$ cat src/rtl/intr_pkg.sv
// Shared types and constants for the multi-source interrupt controller.
package intr_pkg;

  // Controller sequencing: waiting, requesting the CPU, inside the ISR.
  typedef enum logic [1:0] {
    ST_IDLE    = 2'd0,
    ST_REQ     = 2'd1,
    ST_SERVICE = 2'd2
  } intr_state_t;

  // Register offsets from the IO base port.
  localparam logic [1:0] OFS_MASK = 2'd0;
  localparam logic [1:0] OFS_PEND = 2'd1;
  localparam logic [1:0] OFS_ID   = 2'd2;
  localparam logic [1:0] OFS_EOI  = 2'd3;

  // ACTIVE_ID value meaning "no source" (reset or spurious acknowledge).
  localparam logic [7:0] ID_NONE = 8'hFF;

endpackage

$ cat src/rtl/intr_ctrl_if.sv
// IO port bus between the CPU (master) and a port-mapped peripheral (slave).
interface intr_ctrl_if;

  logic       IO_STRB;
  logic [7:0] PORT_ID;
  logic [7:0] OUT_PORT;
  logic [7:0] IN_DATA;
  logic       IN_HIT;

  modport master (
    output IO_STRB, PORT_ID, OUT_PORT,
    input  IN_DATA, IN_HIT
  );

  modport slave (
    input  IO_STRB, PORT_ID, OUT_PORT,
    output IN_DATA, IN_HIT
  );

endinterface

$ cat src/rtl/intr_ctrl_irq_edge_sync.sv
// Per-line two-flop synchronizer followed by a rising-edge detector.
// A line already high when reset releases produces one edge, because the
// previous-value flop starts at 0.
module irq_edge_sync #(
  parameter int WIDTH = 8
) (
  input  logic             CLK,
  input  logic             RESET,
  input  logic [WIDTH-1:0] irq_i,
  output logic [WIDTH-1:0] edge_o
);

  genvar gi;
  generate
    for (gi = 0; gi < WIDTH; gi++) begin : g_bit
      logic sync1_q;
      logic sync2_q;
      logic prev_q;

      // Synchronize the asynchronous line and remember last synchronized value.
      always_ff @(posedge CLK) begin
        if (RESET) begin
          sync1_q <= 1'b0;
          sync2_q <= 1'b0;
          prev_q  <= 1'b0;
        end else begin
          sync1_q <= irq_i[gi];
          sync2_q <= sync1_q;
          prev_q  <= sync2_q;
        end
      end

      assign edge_o[gi] = sync2_q & ~prev_q;
    end
  endgenerate

endmodule

$ cat src/rtl/intr_ctrl.sv
// Multi-source interrupt controller: edge-latched pending bits, software mask,
// single request line, fixed-priority acknowledge and end-of-interrupt gating.
module intr_ctrl
  import intr_pkg::*;
#(
  parameter int         N_SRC     = 8,
  parameter logic [7:0] PORT_BASE = 8'hF0
) (
  input  logic             CLK,
  input  logic             RESET,
  input  logic [N_SRC-1:0] IRQ_IN,
  input  logic             INT_ACK,
  output logic             INTR,
  intr_ctrl_if.slave       io
);

  intr_state_t      state_q, state_d;
  logic             intr_q, intr_d;
  logic             do_ack;

  logic [N_SRC-1:0] mask_q, mask_d;
  logic [N_SRC-1:0] pend_q, pend_d;
  logic [N_SRC-1:0] irq_edge;
  logic [N_SRC-1:0] w1c_bits;
  logic [N_SRC-1:0] avail;
  logic [N_SRC-1:0] ack_clr;
  logic [7:0]       active_id_q, active_id_d;
  logic [7:0]       win_id;

  logic [7:0]       port_ofs;
  logic             hit;
  logic             wr_mask, wr_pend, wr_eoi;
  logic [7:0]       rd_data;

  // Lowest set index wins; ID_NONE when nothing is set.
  function automatic logic [7:0] lowest_index(input logic [N_SRC-1:0] v);
    logic [7:0] idx;
    idx = ID_NONE;
    for (int i = N_SRC - 1; i >= 0; i--) begin
      if (v[i]) idx = 8'(i);
    end
    return idx;
  endfunction

  irq_edge_sync #(.WIDTH(N_SRC)) u_edge (
    .CLK    (CLK),
    .RESET  (RESET),
    .irq_i  (IRQ_IN),
    .edge_o (irq_edge)
  );

  // Port decode: 8-bit wrap-around subtraction keeps the range check simple.
  always_comb begin
    port_ofs = io.PORT_ID - PORT_BASE;
    hit      = (port_ofs[7:2] == 6'd0);
    wr_mask  = io.IO_STRB && hit && (port_ofs[1:0] == OFS_MASK);
    wr_pend  = io.IO_STRB && hit && (port_ofs[1:0] == OFS_PEND);
    wr_eoi   = io.IO_STRB && hit && (port_ofs[1:0] == OFS_EOI);
  end

  // Register next values. A same-cycle mask write or W1C is seen by the
  // acknowledge, so a cancelled request yields a spurious (ID_NONE) ack.
  always_comb begin
    mask_d   = wr_mask ? io.OUT_PORT[N_SRC-1:0] : mask_q;
    w1c_bits = wr_pend ? io.OUT_PORT[N_SRC-1:0] : '0;
    avail    = pend_q & ~w1c_bits & mask_d;
    win_id   = lowest_index(avail);
    ack_clr  = '0;
    for (int i = 0; i < N_SRC; i++) begin
      ack_clr[i] = do_ack && (win_id == 8'(i));
    end
    // New edges are OR-ed last so they win over a same-cycle clear.
    pend_d      = (pend_q & ~w1c_bits & ~ack_clr) | irq_edge;
    active_id_d = do_ack ? win_id : active_id_q;
  end

  // Data registers.
  always_ff @(posedge CLK) begin
    if (RESET) begin
      mask_q      <= '0;
      pend_q      <= '0;
      active_id_q <= ID_NONE;
    end else begin
      mask_q      <= mask_d;
      pend_q      <= pend_d;
      active_id_q <= active_id_d;
    end
  end

  // FSM state register; INTR is registered from the next state.
  always_ff @(posedge CLK) begin
    if (RESET) begin
      state_q <= ST_IDLE;
      intr_q  <= 1'b0;
    end else begin
      state_q <= state_d;
      intr_q  <= intr_d;
    end
  end

  // FSM next-state logic.
  always_comb begin
    state_d = state_q;
    case (state_q)
      ST_IDLE:    if (|(pend_q & mask_q)) state_d = ST_REQ;
      ST_REQ: begin
        if (INT_ACK)     state_d = ST_SERVICE;
        else if (~|avail) state_d = ST_IDLE;
      end
      ST_SERVICE: if (wr_eoi) state_d = ST_IDLE;
      default:    state_d = ST_IDLE;
    endcase
  end

  // FSM outputs: acknowledge only counts while requesting.
  always_comb begin
    do_ack = (state_q == ST_REQ) && INT_ACK;
    intr_d = (state_d == ST_REQ);
  end

  assign INTR = intr_q;

  // Read mux, zero-extending the per-source registers to the bus width.
  always_comb begin
    rd_data = 8'h00;
    case (port_ofs[1:0])
      OFS_MASK: rd_data[N_SRC-1:0] = mask_q;
      OFS_PEND: rd_data[N_SRC-1:0] = pend_q;
      OFS_ID:   rd_data            = active_id_q;
      default:  rd_data            = 8'h00;
    endcase
  end

  assign io.IN_HIT  = hit;
  assign io.IN_DATA = hit ? rd_data : 8'h00;

endmodule

$ cat src/flat_wrapper.sv
// flat-port wrapper written by rule: the top's interface ports become plain ports
module intr_ctrl_flat import intr_pkg::*;
#(
  parameter int         N_SRC     = 8,
  parameter logic [7:0] PORT_BASE = 8'hF0
)
  (CLK, RESET, IRQ_IN, INT_ACK, INTR, io_IO_STRB, io_PORT_ID, io_OUT_PORT, io_IN_DATA, io_IN_HIT);
  intr_ctrl_if io_i ();
  input  logic CLK;
  input  logic RESET;
  input  logic [N_SRC-1:0] IRQ_IN;
  input  logic INT_ACK;
  output logic INTR;
  input wire logic [$bits(io_i.IO_STRB)-1:0] io_IO_STRB;
  input wire logic [$bits(io_i.PORT_ID)-1:0] io_PORT_ID;
  input wire logic [$bits(io_i.OUT_PORT)-1:0] io_OUT_PORT;
  output wire logic [$bits(io_i.IN_DATA)-1:0] io_IN_DATA;
  output wire logic [$bits(io_i.IN_HIT)-1:0] io_IN_HIT;
  assign io_i.IO_STRB = io_IO_STRB;
  assign io_i.PORT_ID = io_PORT_ID;
  assign io_i.OUT_PORT = io_OUT_PORT;
  assign io_IN_DATA = io_i.IN_DATA;
  assign io_IN_HIT = io_i.IN_HIT;
  intr_ctrl #(.N_SRC(N_SRC), .PORT_BASE(PORT_BASE)) u_core (.CLK(CLK), .RESET(RESET), .IRQ_IN(IRQ_IN), .INT_ACK(INT_ACK), .INTR(INTR), .io(io_i));
endmodule
$ cat config.mk
export PLATFORM = sky130hd
export DESIGN_NAME = intr_ctrl_flat
export DESIGN_NICKNAME = d
export VERILOG_FILES = /design/src/rtl/intr_pkg.sv /design/src/rtl/intr_ctrl_if.sv /design/src/rtl/intr_ctrl_irq_edge_sync.sv /design/src/rtl/intr_ctrl.sv /design/src/flat_wrapper.sv
export SDC_FILE = /design/constraint.sdc
export NUM_CORES = 1
export LEC_CHECK = 0
export ABC_AREA = 1
export BUFFER_PORTS_ARGS = -buffer_cell sky130_fd_sc_hd__buf_2
export CORE_MARGIN = 3
export CORE_UTILIZATION = 50
export CTS_CLUSTER_SIZE = 25
export DETAILED_ROUTE_END_ITERATION = 12
export PLACE_DENSITY = 0.68
export SLEW_MARGIN = 30
export SYNTH_ARGS = -nofsm -noshare
export SYNTH_HDL_FRONTEND = slang
export SYNTH_SLANG_ARGS = --single-unit
export TNS_END_PERCENT = 1
$ cat constraint.sdc
create_clock -name CLK -period 3.45 [get_ports CLK]
set_input_delay 0.5175 -clock CLK [delete_from_list [all_inputs] [get_ports CLK]]
set_output_delay 0.5175 -clock CLK [all_outputs]
set_load 0.03 [all_outputs]
# ---- Word-level counts from Yosys, hierarchy flattened
# Index checks and enable logic that the tools add are counted.
dict set report totals {
  word_cells 102
  register_bits 51
  input_bits 28
  out_inout_bits 10
}
dict set report classes {
  n_addsub 1
  n_eq_ne 13
  n_mux 17
  bitwise_logic 23
  n_reduce_logical 19
}
# cell count
set op_table {}
lappend op_table {{8-bit 2-to-1 mux} 11}
lappend op_table {{8-bit bitwise AND} 4}
lappend op_table {{8-bit by 3-bit equality test with 1-bit output (second input constant)} 4}
lappend op_table {{8-bit one-hot mux with 3 select lines} 1}
lappend op_table {{8-bit by 2-bit equality test with 1-bit output (second input constant)} 2}
lappend op_table {{8-bit NOT} 2}
lappend op_table {{8-bit OR reduction} 2}
lappend op_table {{1-bit logical AND} 13}
lappend op_table {{1-bit bitwise AND} 8}
lappend op_table {{8-bit by 1-bit equality test with 1-bit output (second input constant)} 1}
lappend op_table {{8-bit logical NOT} 1}
lappend op_table {{2-bit 2-to-1 mux} 4}
lappend op_table {{1-bit NOT} 8}
lappend op_table {{8-bit bitwise OR} 1}
lappend op_table {{8-bit subtractor (second input constant)} 1}
lappend op_table {{2-bit by 1-bit equality test with 1-bit output (second input constant)} 3}
lappend op_table {{2-bit equality test (second input constant)} 3}
lappend op_table {{6-bit logical NOT} 1}
lappend op_table {{2-bit one-hot mux with 3 select lines} 1}
lappend op_table {{2-bit logical NOT} 2}

# ---- Logic depth before layout (Yosys ltp)
# Gate-level depths: netlist of the first run.
dict set report depth {
  ltp_word 21
  ltp_mapped 17
  mapped_depth_nobuf 16
}

# ---- Cells and area by module
# Synthesis of the first run repeated with hierarchy kept, for this count alone.
dict set report hier_totals {
  cells_unflattened 313
  hier_area_um2 2277.2
}
# mod n_inst area_per_inst_um2 cells_each seq_area_each_um2
set modules_own_cells {}
lappend modules_own_cells {intr_ctrl 1 1564.0 231 460.4}
lappend modules_own_cells {irq_edge_sync 1 713.2 82 480.5}

# ---- Least setup slack after synthesis of the first run
# Ideal clock, no wire load.
dict set report synth_timing {
  path_type {input to output}
  startpoint {input io_PORT_ID[3]}
  endpoint {output io_IN_DATA[3]}
  slack_ns 1.215
  arrival_time_ns 1.718
  cell_stages 6
  path_buffers 1
  required_time_ns 2.932
  cell_sequence {nor2_1 nand2_1 nor2_2 buf_2 nand2_1 a31oi_1}
}
dict set report synth_between {
  elab_chain_cells 3
}
# element line_no
set synth_lines {}
lappend synth_lines {{start, declared} flat_wrapper.sv:15} ;# input wire logic [$bits(io_i.PORT_ID)-1:0] io_PORT_ID;
lappend synth_lines {{8-bit subtractor} intr_ctrl.sv:54} ;# port_ofs = io.PORT_ID - PORT_BASE;
lappend synth_lines {{6-bit logical NOT} intr_ctrl.sv:55} ;# hit = (port_ofs[7:2] == 6'd0);
lappend synth_lines {{via io_IN_HIT} flat_wrapper.sv:18} ;# output wire logic [$bits(io_i.IN_HIT)-1:0] io_IN_HIT;
lappend synth_lines {{8-bit 2-to-1 mux} intr_ctrl.sv:135} ;# assign io.IN_DATA = hit ? rd_data : 8'h00;
lappend synth_lines {{end, declared} flat_wrapper.sv:17} ;# output wire logic [$bits(io_i.IN_DATA)-1:0] io_IN_DATA;
# The timed path passes the listed nets, and every way through them passes these cells.

# ---- Final worst setup path of the first run
dict set report layout_timing {
  startpoint {input io_PORT_ID[3]}
  endpoint {output io_IN_DATA[3]}
}
dict set report layout_between {
  elab_chain_cells 3
}
# element line_no
set layout_lines {}
lappend layout_lines {{8-bit subtractor} intr_ctrl.sv:54}
lappend layout_lines {{6-bit logical NOT} intr_ctrl.sv:55}
lappend layout_lines {{8-bit 2-to-1 mux} intr_ctrl.sv:135}
# Every way passes these cells.

==> flow_metrics.env, run 1 <==
export IMPL_rows=23
export IMPL_yosysWarnings=0
export IMPL_nets=375
export IMPL_vdd_ir_drop_worst_uv=291
export IMPL_grt_pass1_vias=1783
export IMPL_crit_chain="buf_2, nor2_1, nand2_1, nor2_2, nand2_1, a31oi_1, buf_2"
export IMPL_drt_iter0_drc=92
export IMPL_max_stage_delay_ns=0.35
export IMPL_drive_gt1_frac=0.251
export IMPL_antenna_found_initial=0
export IMPL_cts_buffer_depth=2
export IMPL_r2r_worst_path_cells=9
export IMPL_clock_skew_ns=0.00643
export IMPL_place_area_um2=2460
export IMPL_fp_dieW_um=73.3
export IMPL_synth_edf_count=0
export IMPL_yosysUniqueCellTypes=31
export IMPL_syn_inst=312
export IMPL_hold_path_class="flop to flop"
export IMPL_ys_async_sr_fraction=0
export IMPL_cp_arrival_ns=1.72
export IMPL_maxSlewViolCount=0
export IMPL_power_density_nw_per_um2=381
export IMPL_die_area_um2=5370
export IMPL_path_depth=7
export IMPL_routed_via_count=1887
export IMPL_root_buffer="clkbuf_8"
export IMPL_dp_hpwl_um=3570
export IMPL_grt_ovfl_total=0
export IMPL_grt_pass1_wl_um=7960
export IMPL_drc=0
export IMPL_routabilityCongestion=0.873
export IMPL_core_area_um2=4170
export IMPL_n_antenna_cell=0
export IMPL_hold_slack_ns=0.406
export IMPL_area_delta_synth_final_pct=12.7
export IMPL_grt_setup_unrepaired="false"
export IMPL_setup_viol=0
export IMPL_worst_pin_slew_ns=0.568
export IMPL_hold_depth=2
export IMPL_dpl_cell_count=390
export IMPL_fin_area_um2=2550
export IMPL_critPathSlowestCell="nor2_2"
export IMPL_grt_start_max_net_pins=32
export IMPL_wl_per_cell_um=11.4
export IMPL_syn_num_nets=340
export IMPL_cts_resized=0
export IMPL_stdcell_count=397
export IMPL_cts_num_sinks=47
export IMPL_post_cts_buffers=0
export IMPL_dp_slack_ns=1.10
export IMPL_clk_pin_slew_ns=0.08
export IMPL_holdBufCountCts=0
export IMPL_status="finished, final reports clean"
export IMPL_hold_violations=0
export IMPL_finalSetupTns_ns=0
export IMPL_cap_violations=0
export IMPL_grtUsageTotal=0.190
export IMPL_start_kind="input pin"
export IMPL_finalWirelength_um=4530
export IMPL_worst_slack_ns=1.22
export IMPL_synth_top_flop_cell="dfxtp_1"
export IMPL_start_util=0.542
export IMPL_synth_area_um2=2260
export IMPL_period_needed_ns=2.23
export IMPL_critPathMaxFanout=13
export IMPL_drtAntennaViolNets=0
export IMPL_htreeDepth=2
export IMPL_cp_top_family="simple AND/OR/NAND/NOR gates"
export IMPL_worstSetupPathType="input pin to output pin"
export IMPL_cts_tree="yes"
export IMPL_seq_area_frac_synth=0.416
export IMPL_maxSlewHeadroom=0.621
export IMPL_fin_util=0.611
export IMPL_io_pins=38
export IMPL_cts_made_buffers=5
export IMPL_cp_buffers_inverters=2
export IMPL_io_buffers=37
export IMPL_worstSkewPairLatency_ns=0.29
export IMPL_required_ns=2.93
export IMPL_finalPower_uw=972
export IMPL_first_pass_iters=4
export IMPL_vias_per_cell=4.75
export IMPL_max_freq_mhz=448
export IMPL_ys_ff_latch=47
export IMPL_die_h_um=73.3
export IMPL_finalCritPeriodShare=0.647
export IMPL_syn_mean_instance_area_um2=7.25
export IMPL_endpoint_kind="output pin"
export IMPL_p_leak_nw=1.22
-- registers in the layout, indices dropped and copies added (netlist names) --
name and cells:
u_core.state_q 2, u_core.u_edge.g_bit.sync1_q 8, u_core.u_edge.g_bit.prev_q 8, u_core.mask_q 8, u_core.u_edge.g_bit.sync2_q 8, u_core.active_id_q 4, u_core.pend_q 8, u_core.INTR 1
-- worst reg2reg max path: cells and delay by family, from the launching register on --
family	cells	cell delay, ns
and+or+nand+nor	6	0.81
DFF	1	0.33
buffers and inverters	2	0.20
AOI/OAI and AO/OA	1	0.06
-- per-layer routing --
layer	GRT usage	part of all wire	routed length (um)
met4	0.0533	0.0088	40
met3	0.0410	0.050	227
met5	0	0	0
met2	0.317	0.47	2120
met1	0.247	0.47	2150
-- placed cells by master (no fill, tap or decap) --
master	instances
a21oi_1	10
nor2_1	39
nor3_1	1
o22ai_1	2
o31ai_1	1
nand3_1	9
nand2_4	1
nand4_4	2
nor2_4	8
a31oi_1	3
clkinv_1	1
nor2_2	9
buf_2	37
inv_1	61
o21ai_4	1
dfxtp_1	47
o2111ai_1	1
inv_2	6
nand3b_1	1
o21ai_2	6
o21ai_1	4
o21ai_0	3
o221ai_1	5
nand3_2	2
nand4_1	8
nand2_2	7
and2_1	1
clkinv_2	1
buf_4	1
o32ai_1	1
clkbuf_8	6
nand2_1	62
-- layout make-up --
type | count | area (um^2)
clock buffer | 6 | 82.6
fill | 424 | 1620
clock inverter | 1 | 5.00
tap | 50 | 62.6
timing repair buffer | 38 | 193
sequential | 47 | 941
multi-input combinational | 187 | 1010
inverter | 68 | 255
-- worst paths after layout --
| kind | startpoint | end | slack, ns |
|---|---|---|---|
| hold / removal | u_core.u_edge.g_bit[5].sync1_q | u_core.u_edge.g_bit[5].sync2_q | 0.41 |
| hold reg to reg | u_core.u_edge.g_bit[5].sync1_q | u_core.u_edge.g_bit[5].sync2_q | 0.41 |
| setup / recovery | io_PORT_ID[3] | io_IN_DATA[3] | 1.22 |
| setup reg to reg | u_core.state_q[0] | u_core.pend_q[6] | 1.92 |
-- report_power, final --
| group | internal (mW) | total (mW) | switching (mW) |
|---|---|---|---|
| combinational | 0.0291 | 0.0802 | 0.0511 |
| sequential | 0.559 | 0.566 | 0.00754 |
| clock | 0.157 | 0.325 | 0.168 |
| total | 0.745 | 0.972 | 0.226 |
-- logic make-up after synthesis --
logic type	Yosys count	synth area share
simple gates	150	0.335
buf+inv	78	0.137
flops	47	0.416
compound gates	37	0.112
-- cell usage after synthesis (6+ instances only) --
library cell | instances | share of area
nor2_2 | 9 | 0.025
nor2_4 | 8 | 0.040
nand4_1 | 8 | 0.022
inv_1 | 61 | 0.10
nand2_1 | 62 | 0.10
clkbuf_1 | 6 | 0.010
o21ai_2 | 6 | 0.023
nand2_2 | 7 | 0.019
inv_2 | 6 | 0.010
nor2_1 | 39 | 0.065
a21oi_1 | 10 | 0.022
dfxtp_1 | 47 | 0.42
nand3_1 | 9 | 0.020
No activity file was read; power rests on OpenSTA's default activity.
==> inputs of run 2 (changes only) <==
==> constraint.sdc (replaced) <==
create_clock -name CLK -period 2.3 [get_ports CLK]
set_input_delay 0.345 -clock CLK [delete_from_list [all_inputs] [get_ports CLK]]
set_output_delay 0.345 -clock CLK [all_outputs]
set_load 0.03 [all_outputs]
==> run 2 against run 1 <==
Wire length grew 1.7%. Cell count increased by 1.0%. Clock skew fell by 0.0011 ns. Critical path depth increased by 1. First-iteration DRC count grew 15%. Cell area increased by 0.88%. Sequential cell count unchanged. Largest power group unchanged.
==> flow_metrics.env, run 2 (same netlist as run 1, synthesis figures left out) <==
export IMPL_core_area_um2=4170
export IMPL_place_area_um2=2480
export IMPL_p_switching_uw=366
export IMPL_drc=0
export IMPL_cts_resized=0
export IMPL_grtUsageTotal=0.191
export IMPL_endpoint_kind="output pin"
export IMPL_worst_pin_slew_ns=0.383
export IMPL_finalPower_mw=1.46
export IMPL_critPathMaxFanout=10
export IMPL_fp_dieW_um=73.3
export IMPL_io_buffers=37
export IMPL_hold_violations=0
export IMPL_area_delta_synth_final_pct=13.7
export IMPL_drtAntennaViolNets=0
export IMPL_cap_violations=0
export IMPL_die_area_um2=5370
export IMPL_maxSlewHeadroom=0.744
export IMPL_finalCritPeriodShare=0.821
export IMPL_cp_arrival_ns=1.54
export IMPL_htreeDepth=2
export IMPL_routed_via_count=1936
export IMPL_required_ns=1.96
export IMPL_vdd_ir_drop_worst_uv=350
export IMPL_maxSlewViolCount=0
export IMPL_status="finished, final reports clean"
export IMPL_io_pins=38
export IMPL_clk_pin_slew_ns=0.09
export IMPL_nets=378
export IMPL_finalWirelength_um=4610
export IMPL_layout_commonest_cell="nand2_1"
export IMPL_grt_start_max_net_pins=17
export IMPL_post_cts_buffers=0
export IMPL_grt_pass1_wl_um=7870
export IMPL_power_density_nw_per_um2=569
export IMPL_period_needed_ns=1.89
export IMPL_die_h_um=73.3
export IMPL_worstSetupPathType="input pin to output pin"
export IMPL_grt_ovfl_total=0
export IMPL_fin_area_um2=2570
export IMPL_clock_skew_ns=0.00536
export IMPL_root_buffer="clkbuf_8"
export IMPL_p_leak_nw=1.24
export IMPL_routabilityCongestion=0.870
export IMPL_worstSkewPairLatency_ns=0.30
export IMPL_first_pass_iters=4
export IMPL_cts_made_buffers=5
export IMPL_p_comb_frac=0.084
export IMPL_hold_path_class="input pin to flop"
export IMPL_start_kind="input pin"
export IMPL_setup_viol=0
export IMPL_grt_setup_unrepaired="false"
export IMPL_power_frac_seq=0.581
export IMPL_power_switching_share=0.250
export IMPL_antenna_found_initial=0
export IMPL_rows=23
export IMPL_max_freq_mhz=530
export IMPL_cts_num_sinks=47
export IMPL_n_antenna_cell=0
export IMPL_start_util=0.542
export IMPL_grt_pass1_vias=1802
export IMPL_wl_per_cell_um=11.5
export IMPL_layout_common_cells="nand2_1 (62), inv_1 (61), dfxtp_1 (47), nor2_1 (39), buf_2 (37)"
export IMPL_cts_tree="yes"
export IMPL_dp_hpwl_um=3670
export IMPL_vias_per_cell=4.83
export IMPL_internal_power_mw=1.10
export IMPL_drive_gt1_frac=0.259
export IMPL_finalSetupTns_ns=0
export IMPL_cts_buffer_depth=2
export IMPL_drt_iter0_drc=106
export IMPL_holdBufCountCts=0
export IMPL_p_clk_frac=0.335
-- run 2: cell types whose count changed in the layout (fill, tap and decap cells not counted), sizes merged --
cell and change:
clkinv +1, inv +1, clkbuf -1, buf +3
-- run 2: per-stage QoR --
step / setup slack, ns / hold slack, ns / util / instances
CTS: 0.399 / 0.228 / 0.616 / 401
detailed placement: 0.210 / 0.395 / 0.596 / 393
floorplan: 0.410 / 0.388 / - / 312
finish: 0.412 / 0.239 / 0.616 / 401
global placement: 0.227 / 0.388 / 0.596 / 393
global route: 0.252 / 0.229 / 0.616 / 401
-- run 2: per-layer routing --
layer	vias up	GRT usage	routed length (um)
li1	1035	-	-
met1	832	0.227	2090
met2	58	0.323	2120
met3	11	0.0438	295
met4	0	0.0922	102
met5	-	0	0
-- run 2: power by group through the flow --
stage          combinational, mW  sequential, mW  clock (mW)
2_1_floorplan             0.0810           0.866           0
3_3_place_gp               0.122           0.869           0
3_5_place_dp               0.124           0.870           0
4_1_cts                    0.124           0.851       0.508
5_1_grt                    0.140           0.853       0.546
6_report                   0.123           0.851       0.491
-- run 2: cell type report --
class | instances | area (um^2)
repair buffers | 41 | 215
fillers | 409 | 1600
clock buffers | 5 | 68.8
flip-flops and latches | 47 | 941
multi-input cells | 187 | 1010
well taps | 50 | 62.6
inverters | 68 | 255
clock inverters | 3 | 18.8
-- run 2: final timing paths --
path                                        from                             end  slack (ns)  depth (start not counted)
setup / recovery                   io_PORT_ID[3]                   io_IN_DATA[5]        0.41                          8
hold / removal                         IRQ_IN[0]  u_core.u_edge.g_bit[0].sync1_q        0.24                          3
setup reg to reg               u_core.state_q[0]                u_core.pend_q[5]        0.78                          9
hold reg to reg   u_core.u_edge.g_bit[5].sync1_q  u_core.u_edge.g_bit[5].sync2_q        0.40                          2
-- run 2: critical path: stages --
cell	delay (ns)
buf_2	0.11
nor2_1	0.09
nand2_1	0.07
nor2_2	0.27
buf_4	0.19
nand2_1	0.09
a31oi_1	0.15
buf_2	0.22
